--- src/rtl/mem_pkg.sv ---
`default_nettype none
// ============================================================================
// Module      : mem_pkg
// Description : Shared types and constants for the two-port memory arbiter.
// Revision    : 1.0 - initial release
// ============================================================================
package mem_pkg;

    localparam int c_ADDR_W_DEF = 14;
    localparam int c_DATA_W_DEF = 32;

    // Peripheral windows, decoded from address bits [13:10]
    localparam logic [3:0] c_REGION_PERIPH_A = 4'b1000;
    localparam logic [3:0] c_REGION_PERIPH_B = 4'b1100;

    typedef enum logic [1:0] {
        ST_IDLE = 2'd0,
        ST_RESP = 2'd1,
        ST_WAIT = 2'd2
    } state_t;

    function automatic logic is_periph(input logic [3:0] region);
        return (region == c_REGION_PERIPH_A) || (region == c_REGION_PERIPH_B);
    endfunction

endpackage
`default_nettype wire

--- src/rtl/mem_rr_arb.sv ---
`default_nettype none
// ============================================================================
// Module      : mem_rr_arb
// Description : Two-way round-robin picker; bit 0 = instruction, bit 1 = data.
// Revision    : 1.0 - initial release
// ============================================================================
module mem_rr_arb (
    input  logic       req0_i,
    input  logic       req1_i,
    input  logic       last_i,
    output logic [1:0] gnt_o
);

    // last_i = 1 means the data port won most recently, so instruction wins a tie
    always_comb begin
        gnt_o[0] = req0_i & (~req1_i |  last_i);
        gnt_o[1] = req1_i & (~req0_i | ~last_i);
    end

endmodule
`default_nettype wire

--- src/rtl/mem_arbiter.sv ---
`default_nettype none
// ============================================================================
// Module      : mem_arbiter
// Description : Arbitrates an instruction and a data port onto one memory bus,
//               stretching peripheral-window accesses by PERIPH_WAIT cycles.
// Revision    : 1.0 - initial release
// ============================================================================
module mem_arbiter
    import mem_pkg::*;
#(
    parameter int ADDR_W      = c_ADDR_W_DEF,
    parameter int DATA_W      = c_DATA_W_DEF,
    parameter int PERIPH_WAIT = 2
) (
    input  logic              clk,
    input  logic              rst_n,

    input  logic              i_req,
    input  logic [ADDR_W-1:0] i_addr,
    output logic              i_gnt,
    output logic              i_rvalid,
    output logic [DATA_W-1:0] i_rdata,

    input  logic              d_req,
    input  logic              d_we,
    input  logic [ADDR_W-1:0] d_addr,
    input  logic [DATA_W-1:0] d_wdata,
    output logic              d_gnt,
    output logic              d_rvalid,
    output logic [DATA_W-1:0] d_rdata,

    output logic              bus_ren,
    output logic              bus_wen,
    output logic [ADDR_W-1:0] bus_addr,
    output logic [DATA_W-1:0] bus_wdata,
    input  logic [DATA_W-1:0] bus_rdata
);

    localparam logic [2:0] c_WAIT_LOAD = 3'(PERIPH_WAIT);

    state_t            state_q, state_d;
    logic [2:0]        cnt_q, cnt_d;
    logic              owner_q, owner_d;
    logic              we_q, we_d;
    logic              last_q, last_d;
    logic [ADDR_W-1:0] addr_q, addr_d;
    logic [DATA_W-1:0] wdata_q, wdata_d;

    logic [1:0]        w_rr_gnt;
    logic [1:0]        w_gnt;
    logic              w_grant;
    logic              w_sel_d;
    logic              w_win_we;
    logic              w_win_periph;
    logic [ADDR_W-1:0] w_win_addr;
    logic [DATA_W-1:0] w_win_wdata;

    mem_rr_arb u_rr (
        .req0_i (i_req),
        .req1_i (d_req),
        .last_i (last_q),
        .gnt_o  (w_rr_gnt)
    );

    // Grants are suppressed while reset is held so every output reads zero
    always_comb begin
        w_gnt        = (rst_n && state_q != ST_WAIT) ? w_rr_gnt : 2'b00;
        w_grant      = |w_gnt;
        w_sel_d      = w_gnt[1];
        w_win_we     = w_sel_d & d_we;
        w_win_addr   = w_sel_d ? d_addr : i_addr;
        w_win_wdata  = w_sel_d ? d_wdata : wdata_q;
        w_win_periph = is_periph(w_win_addr[13:10]);
    end

    always_comb begin
        i_gnt     = w_gnt[0];
        d_gnt     = w_gnt[1];
        bus_ren   = (w_grant & ~w_win_we) | (state_q == ST_WAIT && !we_q);
        bus_wen   = w_grant & w_win_we;
        bus_addr  = w_grant ? w_win_addr : addr_q;
        bus_wdata = w_grant ? w_win_wdata : wdata_q;
        i_rvalid  = (state_q == ST_RESP) && !owner_q;
        d_rvalid  = (state_q == ST_RESP) &&  owner_q;
        i_rdata   = i_rvalid ? bus_rdata : '0;
        d_rdata   = d_rvalid ? bus_rdata : '0;
    end

    always_comb begin
        state_d = state_q;
        cnt_d   = cnt_q;
        owner_d = owner_q;
        we_d    = we_q;
        last_d  = last_q;
        addr_d  = addr_q;
        wdata_d = wdata_q;
        if (w_grant) begin
            owner_d = w_sel_d;
            we_d    = w_win_we;
            last_d  = w_sel_d;
            addr_d  = w_win_addr;
            wdata_d = w_win_wdata;
            if (w_win_periph) begin
                state_d = ST_WAIT;
                cnt_d   = c_WAIT_LOAD;
            end else if (w_win_we) begin
                state_d = ST_IDLE;
            end else begin
                state_d = ST_RESP;
            end
        end else begin
            case (state_q)
                ST_RESP: state_d = ST_IDLE;
                ST_WAIT: begin
                    cnt_d = cnt_q - 3'd1;
                    if (cnt_q <= 3'd1) begin
                        state_d = we_q ? ST_IDLE : ST_RESP;
                    end
                end
                default: state_d = state_q;
            endcase
        end
    end

    always_ff @(posedge clk or negedge rst_n) begin
        if (!rst_n) begin
            state_q <= ST_IDLE;
            cnt_q   <= 3'd0;
            owner_q <= 1'b0;
            we_q    <= 1'b0;
            last_q  <= 1'b0;
            addr_q  <= '0;
            wdata_q <= '0;
        end else begin
            state_q <= state_d;
            cnt_q   <= cnt_d;
            owner_q <= owner_d;
            we_q    <= we_d;
            last_q  <= last_d;
            addr_q  <= addr_d;
            wdata_q <= wdata_d;
        end
    end

endmodule
`default_nettype wire

--- config.mk ---
export PLATFORM = sky130hd
export DESIGN_NAME = mem_arbiter
export DESIGN_NICKNAME = d
export VERILOG_FILES = /design/src/rtl/mem_pkg.sv /design/src/rtl/mem_rr_arb.sv /design/src/rtl/mem_arbiter.sv
export SDC_FILE = /design/constraint.sdc
export NUM_CORES = 1
export LEC_CHECK = 0
export BUFFER_PORTS_ARGS = -buffer_cell sky130_fd_sc_hd__buf_2
export CAP_MARGIN = 30
export CORE_UTILIZATION = 36
export DETAILED_ROUTE_END_ITERATION = 10
export GPL_ROUTABILITY_DRIVEN = 1
export MAX_ROUTING_LAYER = met4
export PLACE_DENSITY = 0.75
export SYNTH_ARGS = -nofsm -noshare
export SYNTH_HDL_FRONTEND = slang
export SYNTH_SLANG_ARGS = --single-unit
--- constraint.sdc ---
create_clock -name clk -period 1.55 [get_ports clk]
set_input_delay 0.2325 -clock clk [delete_from_list [all_inputs] [get_ports clk]]
set_output_delay 0.2325 -clock clk [all_outputs]
set_load 0.05 [all_outputs]
# [After elaboration in Yosys (flattened, before gate mapping)]
# Cells that the tools add are included.
[totals] ff_bits=53 wordCells=55 output_inout_bits=116
[op_classes] bitwise_logic=12 eq_ne=7 addsub=1 n_mux=16 n_reduce_logical=12 order_cmp=1
[op_table] cell="2-to-1 mux 32 bit" n=4
[op_table] cell="2-to-1 mux 14 bit" n=2
[op_table] cell="2-to-1 mux 3 bit" n=3
[op_table] cell="== test 4 bit, second input constant" n=2
[op_table] cell="2-to-1 mux 2 bit" n=4
[op_table] cell="AND 1 bit" n=5
[op_table] cell="logical AND 1 bit" n=4
[op_table] cell="NOT 1 bit" n=4
[op_table] cell="one-hot mux 2 bit (2 select lines)" n=1
[op_table] cell="AND reduction 2 bit" n=2
[op_table] cell="<= comparator 3 x 1 -> 1 bit, second input constant" n=1
[op_table] cell="!= test 3 x 2 -> 1 bit, second input constant" n=1
[op_table] cell="OR 1 bit" n=3
[op_table] cell="nonzero test 3 bit" n=1
[op_table] cell="subtractor 3 x 1 -> 3 bit, second input constant" n=1
[op_table] cell="== test 2 x 1 -> 1 bit, second input constant" n=1
[op_table] cell="== test 2 bit, second input constant" n=1
[op_table] cell="logical NOT 1 bit" n=2
[op_table] cell="2-to-1 mux 1 bit" n=2
[op_table] cell="!= test 2 x 1 -> 1 bit, second input constant" n=1
[op_table] cell="!= test 2 bit, second input constant" n=1
[op_table] cell="nonzero test 2 bit" n=1
[op_table] cell="OR reduction 2 bit" n=1
[op_table] cell="logical OR 1 bit" n=1

# [Longest topological paths before layout]
# Gate-level depths: netlist of the first run.
[logic_depth] ltp_word=9 mapped_depth=6

# [Modules after synthesis]
# A second synthesis of the first run with hierarchy kept.
[hier_totals] hier_cells=251 hier_area_um2=2738.9
[modules_own_cells] mod="mem_arbiter" cells_per_inst=248 n_inst=1 area_per_inst_um2=2720.1
[modules_own_cells] mod="mem_rr_arb" cells_per_inst=3 n_inst=1 area_per_inst_um2=18.8

# [Worst setup path before layout of the first run]
# Ideal clock, no wire load.
[synth_timing] kind="register to register" start="register state_q[0]" end="register addr_q[2]" slack_ns=-0.974 t_arrival_ns=2.276 synth_period_minus_slack_ns=2.524 path_buffers=2 stages_incl_launch_ff=7 path_cell_list="dfrtp_1 nand2b_4 buf_6 o2111ai_4 buf_6 mux2i_1 o21ai_0"
[synth_between] elab_chain_cells=5
[synth_lines] element="start: declaration" line_no="mem_arbiter.sv:41" source="state_t state_q, state_d;"
[synth_lines] element="start signal: assignment" line_no="mem_arbiter.sv:135" source="state_q <= state_d;"
[synth_lines] element="!= test 2 bit (*)" line_no="mem_arbiter.sv:67" source="w_gnt = (rst_n && state_q != ST_WAIT) ? w_rr_gnt : 2'b00;"
[synth_lines] element="logical AND 1 bit (*)" line_no="mem_arbiter.sv:67"
[synth_lines] element="2-to-1 mux 2 bit (*)" line_no="mem_arbiter.sv:67"
[synth_lines] element="2-to-1 mux 14 bit or OR reduction 2 bit (tied branches)" line_no="mem_arbiter.sv:71, mem_arbiter.sv:68"
[synth_lines] element="2-to-1 mux 14 bit (*)"
[synth_lines] element="net bus_addr[2]" line_no="mem_arbiter.sv:34" source="output logic [ADDR_W-1:0] bus_addr,"
[synth_lines] element="end signal: assignment" line_no="mem_arbiter.sv:140" source="addr_q <= addr_d;"
[synth_lines] element="end: declaration" line_no="mem_arbiter.sv:46" source="logic [ADDR_W-1:0] addr_q, addr_d;"
# The timed path passes the listed nets; every way through them passes the cells marked *.
# A chain may end at the register's enable or synchronous reset.

# [Worst setup path after layout of the first run]
[layout_timing] start="register last_q" end="output bus_wdata[1]"
[layout_between] elab_chain_cells=6
[layout_lines] element="start: declaration" line_no="mem_arbiter.sv:45" source="logic last_q, last_d;"
[layout_lines] element="start signal: assignment" line_no="mem_arbiter.sv:139" source="last_q <= last_d;"
[layout_lines] element="NOT 1 bit" line_no="mem_rr_arb.sv:17" source="gnt_o[1] = req1_i & (~req0_i | ~last_i);"
[layout_lines] element="OR 1 bit" line_no="mem_rr_arb.sv:17"
[layout_lines] element="AND 1 bit" line_no="mem_rr_arb.sv:17"
[layout_lines] element="2-to-1 mux 2 bit (*)" line_no="mem_arbiter.sv:67"
[layout_lines] element="2-to-1 mux 32 bit or OR reduction 2 bit (tied branches)" line_no="mem_arbiter.sv:72, mem_arbiter.sv:68"
[layout_lines] element="2-to-1 mux 32 bit (*)"
[layout_lines] element="end: declaration" line_no="mem_arbiter.sv:35" source="output logic [DATA_W-1:0] bus_wdata,"
# Every way passes the cells marked *; elsewhere a longest branch is shown, timed or not.

==> metrics.yaml, run 1 <==
num-fill-cells: 261
netlist_instances: 317
clock_path_buffers: 2
drcViolationCount: 0
pwr-share-clk_pct: 8.6
nets: 671
worstMarginPinSlew_ns: 0.590
final_area_um2: 6680
dr.pass1.iters: 4
grt_pass1_vias: 3474
grt.total_usage_pct: 31.3
crit_arrival_ns: 1.84
fin_crit_ns: 2.07
ys_seq_area_share_pct: 48.4
wl_per_cell_um: 20.5
die_y_um: 89.3
required_ns: 1.32
clock_sinks: 53
coreArea_um2: 7290
cp_slowest_stage_delay_ns: 0.46
synth_area_per_cell_um2: 8.65
slew_headroom_pct: 60.7
finalCritPeriodShare_pct: 134
start_util_pct: 37.6
vias: 3439
setup_viol: 117
yosys.cell_types.count: 33
critPathTopFamily: "buffers and inverters"
yosysTopAreaCellShare_pct: 48.4
r2r_end: "addr_q[8]"
clk_latency_ns: 0.31
area_growth_pct: 144
first_iter_violations: 143
path_cells: "a21boi_4 -> nand3_4 -> clkinv_8 -> buf_4 -> nand2_1 -> nand2_4 -> buf_8"
place_ws_ns: -0.339
grt_pass1_wl_mm: 17.9
path_max_fanout: 8
ant_nets: 0
combPwrFrac_pct: 73.6
max_cap_violations: 0
cts_buffers: 5
ff2ff_path_depth: 8
end_kind: "primary output"
rrSetupSlack_ns: -0.09
drive_above_1_share_pct: 77.5
internal_power_mw: 6.63
final.setup.worst_slack_ns: -0.523
mappedNetlistArea_um2: 2740
htreeDepth: 2
ios: 213
met1_usage_pct: 33.0
overflow: 0
antenna_found_initial: 1
violations: "setup timing"
place_area_um2: 4880
via_per_inst: 5.11
finClkSkew_ns: 0.00619
synth_area_leader_cell: "dfrtp_1"
peakVddDrop_v: 0.00164
run_status: "finished with violations"
synth-seq-cells: 53
leakagePower_nw: 3.18
dieArea_um2: 7970
gp_congestion: 0.840
cts_root_buf: "clkbuf_8"
top_usage_layer: "met2"
p_switching_mw: 6.38
wl_mm: 13.8
yosysWarnings: 0
grt_max_degree: 46
slew_violations: 0
die_w_um: 89.3
rsz0062_at_grt: "yes"
final_util_pct: 91.6
clk_pin_slew_ns: 0.10
core.rowCount: 31
yosys-top-cells-area: "dfrtp_1 (48%), nand2_1 (16%), and2_1 (15%), mux2i_1 (5.1%), o21ai_0 (2.6%)"
cts_tree: "done"
max_freq_mhz: 482
port_buffers: 212
grtUsageMet2_pct: 56.3
pwr_density_cell_nw_per_um2: 1950
swShare_pct: 49.0
final_hold_viol_count: 0
pwr-share-seq_pct: 17.7
hold_path.class: "in -> async"
synth_fp_nets: 416
hpwl_mm: 7.37
met3_usage_pct: 6.46
cp_slowest_cell: "dfrtp_2"
critical_path_class: "reg -> out"
worst_r2r_startpoint: "last_q"
cp-start-kind: "register"
path_buf_inv: 3
worst max path at each step:
stage | end | cells after the start | slack (ns) | from
6_report | bus_wdata[1] | 7 | -0.52 | last_q
4_1_cts | bus_wdata[29] | 8 | -0.48 | last_q
5_1_grt | bus_wdata[1] | 7 | -0.56 | last_q
3_3_place_gp | bus_wdata[21] | 6 | -0.30 | state_q[0]
2_1_floorplan | bus_addr[10] | 6 | -0.20 | state_q[0]
3_5_place_dp | bus_wdata[21] | 6 | -0.34 | state_q[0]
flip-flops by register name (all words and copies together), names as in the netlist:
register / cells
wdata_q: 32
state_q: 2
we_q: 1
addr_q: 14
cnt_q: 3
last_q: 1
worst register-to-register path, stage by stage, from the launching register on:
cell and delay (ns):
dfrtp_2 0.46, a21boi_4 0.21, nand3_4 0.17, clkinv_8 0.14, buf_12 0.13, buf_4 0.12
o21ai_4 0.06, buf_4 0.14, buf_4 0.12
power groups by stage:
stage / Combinational, mW / Sequential (mW) / Clock, mW
6_report: 9.58 / 2.31 / 1.12
2_1_floorplan: 5.27 / 2.17 / 0
3_5_place_dp: 6.74 / 2.22 / 0
5_1_grt: 9.92 / 2.34 / 1.17
4_1_cts: 8.79 / 2.23 / 1.13
3_3_place_gp: 6.64 / 2.19 / 0
cell usage after synthesis, drive strengths merged:
master   instances
a21oi            3
a21o             1
ha               2
o2bb2ai          1
buf             10
or3              1
a21boi           1
nand2          114
and2            65
nand2b           3
or2b             1
and3b            1
o2111ai          1
o21bai           2
inv              6
or2              1
a311o            1
mux2i           14
o211ai           1
nand3            1
clkbuf           7
dfrtp           53
o31ai            1
nand4            1
o21a             1
nor2             5
nor3b            2
o22ai            1
o21ai           16
cells in the final DEF (no fill, tap or decap), types with 2 or more instances in the layout:
cell type,count
bufinv_16,2
dfrtp_1,52
buf_2,96
nand2b_1,2
a21oi_4,2
and2_2,27
nand2_1,46
and2_1,3
nand2_2,21
o21ai_4,12
buf_6,42
clkbuf_8,5
o21bai_1,2
o21ai_0,4
mux2i_2,9
buf_8,76
buf_12,18
ha_1,2
and2_4,35
nand2_8,16
nor2_2,2
nand2_4,31
clkbuf_16,3
inv_1,4
buf_4,28
nor2_1,3
mux2i_4,5
metrics by stage:
step	TNS (ns)	instances	total power, mW	hold WS [ns]
3_5_place_dp	-17.53	639	8.96	0.292
2_1_floorplan	-6.85	317	7.44	-0.0631
4_1_cts	-43.65	661	12.1	0.142
5_1_grt	-53.11	673	13.4	0.171
6_report	-48.09	673	13.0	0.166
3_3_place_gp	-14.86	639	8.83	0.288
cells by family (layout without fill, tap and decap cells):
logic type,count (synthesis),in the layout,synth area share (%)
AO/OA/AOI/OAI,30,30,7.26
adder cells (fa/ha/maj),2,2,0.913
buffers and inverters,23,279,4.06
flip-flops,53,53,48.4
multiplexers,14,14,5.11
other,0,1,0
AND/OR/NAND/NOR,195,195,34.3
cell type report:
cell class | count | area, um^2 | area share, %
diodes | 1 | 2.50 | 0.0375
well taps | 99 | 124 | 1.85
repair buffers | 265 | 2780 | 41.6
multi-input cells | 241 | 2280 | 34.1
clock buffers | 5 | 68.8 | 1.03
inverters | 6 | 35.0 | 0.525
clock inverters | 3 | 65.1 | 0.974
flip-flops and latches | 53 | 1330 | 19.9
per-layer routing:
layer | vias up | wire [um] | part of all wire [%]
met5 | - | 0 | 0
met4 | 0 | 434 | 3.2
met3 | 41 | 958 | 7.0
met2 | 204 | 7580 | 55
met1 | 1686 | 4800 | 35
li1 | 1508 | - | -
repair_timing:
action / CTS / global route
buffers inserted: 11 / 9
resized for setup: 338 / 74
pin swaps: 6 / 21
hold buffers: 1 / 0
cloned: 2 / 4
endpoints found under the hold margin: 8 / 0
setup endpoints to repair: 117 / 123
Note: power is estimated with default switching activity, not from simulation.
==> inputs of run 2 (changes only) <==
--- a/config.mk
+++ b/config.mk
@@ -11,7 +11,7 @@
 export DETAILED_ROUTE_END_ITERATION = 10
 export GPL_ROUTABILITY_DRIVEN = 1
 export MAX_ROUTING_LAYER = met4
-export PLACE_DENSITY = 0.75
+export PLACE_DENSITY_LB_ADDON = 0.12
 export SYNTH_ARGS = -nofsm -noshare
 export SYNTH_HDL_FRONTEND = slang
 export SYNTH_SLANG_ARGS = --single-unit
==> metrics.yaml, run 2 (same netlist as run 1, synthesis figures left out) <==
vias: 3786  # +10%
setup_viol: 131  # +12%
start_util_pct: 37.6  # unchanged
violations: "setup timing"
htreeDepth: 2  # unchanged
nets: 685  # +2.1%
required_ns: 1.32  # about the same
cts_tree: "done"
rrSetupSlack_ns: -0.23  # -0.14 ns
via_per_inst: 5.49  # +7.4%
min_from: "d_wdata[26]"
die_w_um: 89.3  # unchanged
die_y_um: 89.3  # unchanged
worstMarginPinSlew_ns: 0.626  # +0.0363 ns
final.setup.worst_slack_ns: -0.710  # -0.187 ns
ant_nets: 0  # unchanged
pwr_density_cell_nw_per_um2: 1940  # -0.31%
hold_path.class: "in -> reg"
area_growth_pct: 153
startpoint: "last_q"
ff2ff_path_depth: 6  # -2
max_cap_violations: 0  # unchanged
drcViolationCount: 0  # unchanged
slew_headroom_pct: 58.3  # -2.4 points
reg_top3: "wdata_q: 32 flops, addr_q: 14 flops, cnt_q: 3 flops"
core.rowCount: 31  # unchanged
cp_slowest_stage_delay_ns: 0.49  # +0.03 ns
port_buffers: 212  # unchanged
path_max_fanout: 7  # -1
finClkSkew_ns: 0.00563  # -0.000553 ns
run_status: "finished with violations"
antenna_found_initial: 2  # +1
cp-start-kind: "register"
p_total_mw: 13.5  # +3.4%
setup_tns_ns: -61.42  # -13.33 ns
peakVddDrop_v: 0.00148  # -9.6%
grt_pass1_wl_mm: 17.4  # -2.5%
path_cells: "o2111ai_4 -> buf_12 -> mux2i_2 -> o21ai_4 -> buf_4"
r2r_end: "addr_q[7]"
first_iter_violations: 274  # +92%
max_freq_mhz: 443  # -8.3%
overflow: 0  # unchanged
clk_latency_ns: 0.31  # about the same
dr.pass1.iters: 5  # +1
cts_buffers: 5  # unchanged
critPathTopFamily: "flip-flops"
largest_reg_flops: 32  # unchanged
cp_slowest_cell: "dfrtp_2"
critical_path_class: "reg -> out"
fin_crit_ns: 2.26  # +0.187 ns
num-fill-cells: 184  # -30%
clk_pin_slew_ns: 0.10  # about the same
path_buf_inv: 2  # -1
wl_per_cell_um: 25.5  # +24%
gp_congestion: 0.785  # -6.6%
slew_violations: 0  # unchanged
worst_r2r_startpoint: "last_q"
cts_root_buf: "clkbuf_8"
finalCritPeriodShare_pct: 146  # +12 points
regMostFlops: "wdata_q"
ios: 213  # unchanged
hpwl_mm: 7.06  # -4.2%
grt_pass1_vias: 3456  # -0.52%
end_kind: "primary output"
clock_path_buffers: 2  # unchanged
dieArea_um2: 7970  # unchanged
clock_sinks: 53  # unchanged
grt_max_degree: 50  # +8.7%
hold_depth: 3
rsz0062_at_grt: "yes"
coreArea_um2: 7290  # unchanged
grt.total_usage_pct: 30.4  # -0.84 points
crit_arrival_ns: 2.03  # +0.19 ns
final_cell_mix: "buf_2 (96), buf_8 (89), dfrtp_1 (52)"
drive_above_1_share_pct: 77.9  # +0.37 points
final_common_cell: "buf_2"
leakagePower_nw: 3.33  # +4.4%
hold_end: "wdata_q[26]"
wl_mm: 17.6  # +28%
final_hold_viol_count: 0  # unchanged
run 2: metrics by stage:
step                      util [%]  area [um^2]  hold slack [ns]  worst slack, ns  cells
after CTS                     88.1         6420            0.151           -0.502    673
after detailed placement      67.5         4920            0.262           -0.326    645
after global placement        67.5         4920            0.250           -0.279    645
after floorplan                  -         3510          -0.0631           -0.195    317
after global routing          95.0         6930            0.159           -0.833    689
final                         95.0         6930            0.166           -0.710    690
run 2: worst max-delay path by stage:
stage / depth (start not counted) / slack [ns] / to
5_1_grt: 5 / -0.83 / bus_addr[3]
6_report: 5 / -0.71 / bus_addr[3]
3_5_place_dp: 7 / -0.33 / bus_wdata[7]
2_1_floorplan: 6 / -0.20 / bus_addr[10]
4_1_cts: 5 / -0.50 / bus_addr[6]
3_3_place_gp: 7 / -0.28 / bus_wdata[12]
run 2: repair_timing:
item | 4_1_cts | 5_1_grt
gates resized for setup | 344 | 113
hold buffers | 1 | 0
endpoints found under the setup margin | 124 | 127
cloned | 6 | 4
pin swaps | 24 | 56
hold endpoints to repair | 4 | 0
buffers inserted | 14 | 13
run 2: where the power goes:
group	internal (mW)	switching, mW
clock network	0.321	0.470
logic	4.38	5.96
registers	1.96	0.366
total	6.67	6.79
run 2: final cells by class:
class / count / area (um^2) / area share, %
repair buffers: 279 / 2980 / 43.0
multi-input cells: 241 / 2380 / 34.3
flip-flops and latches: 53 / 1330 / 19.2
well taps: 99 / 124 / 1.79
clock buffers: 7 / 76.3 / 1.10
inverters: 6 / 30.0 / 0.433
diodes: 4 / 10.0 / 0.144
clock inverters: 1 / 7.51 / 0.108
run 2: worst reg2reg max path, stage by stage, from the launching register on:
cell and delay (ns):
dfrtp_2 0.49, o2111ai_4 0.34, buf_12 0.22, mux2i_4 0.26, o21ai_4 0.08, buf_4 0.15, buf_4 0.14
run 2: metal layers:
layer	vias up	track usage, %	share of wire, %
li1	1545	-	-
met1	1811	28.9	33
met2	312	58.1	51
met3	118	5.91	8.4
met4	0	15.0	7.4
met5	-	-	0
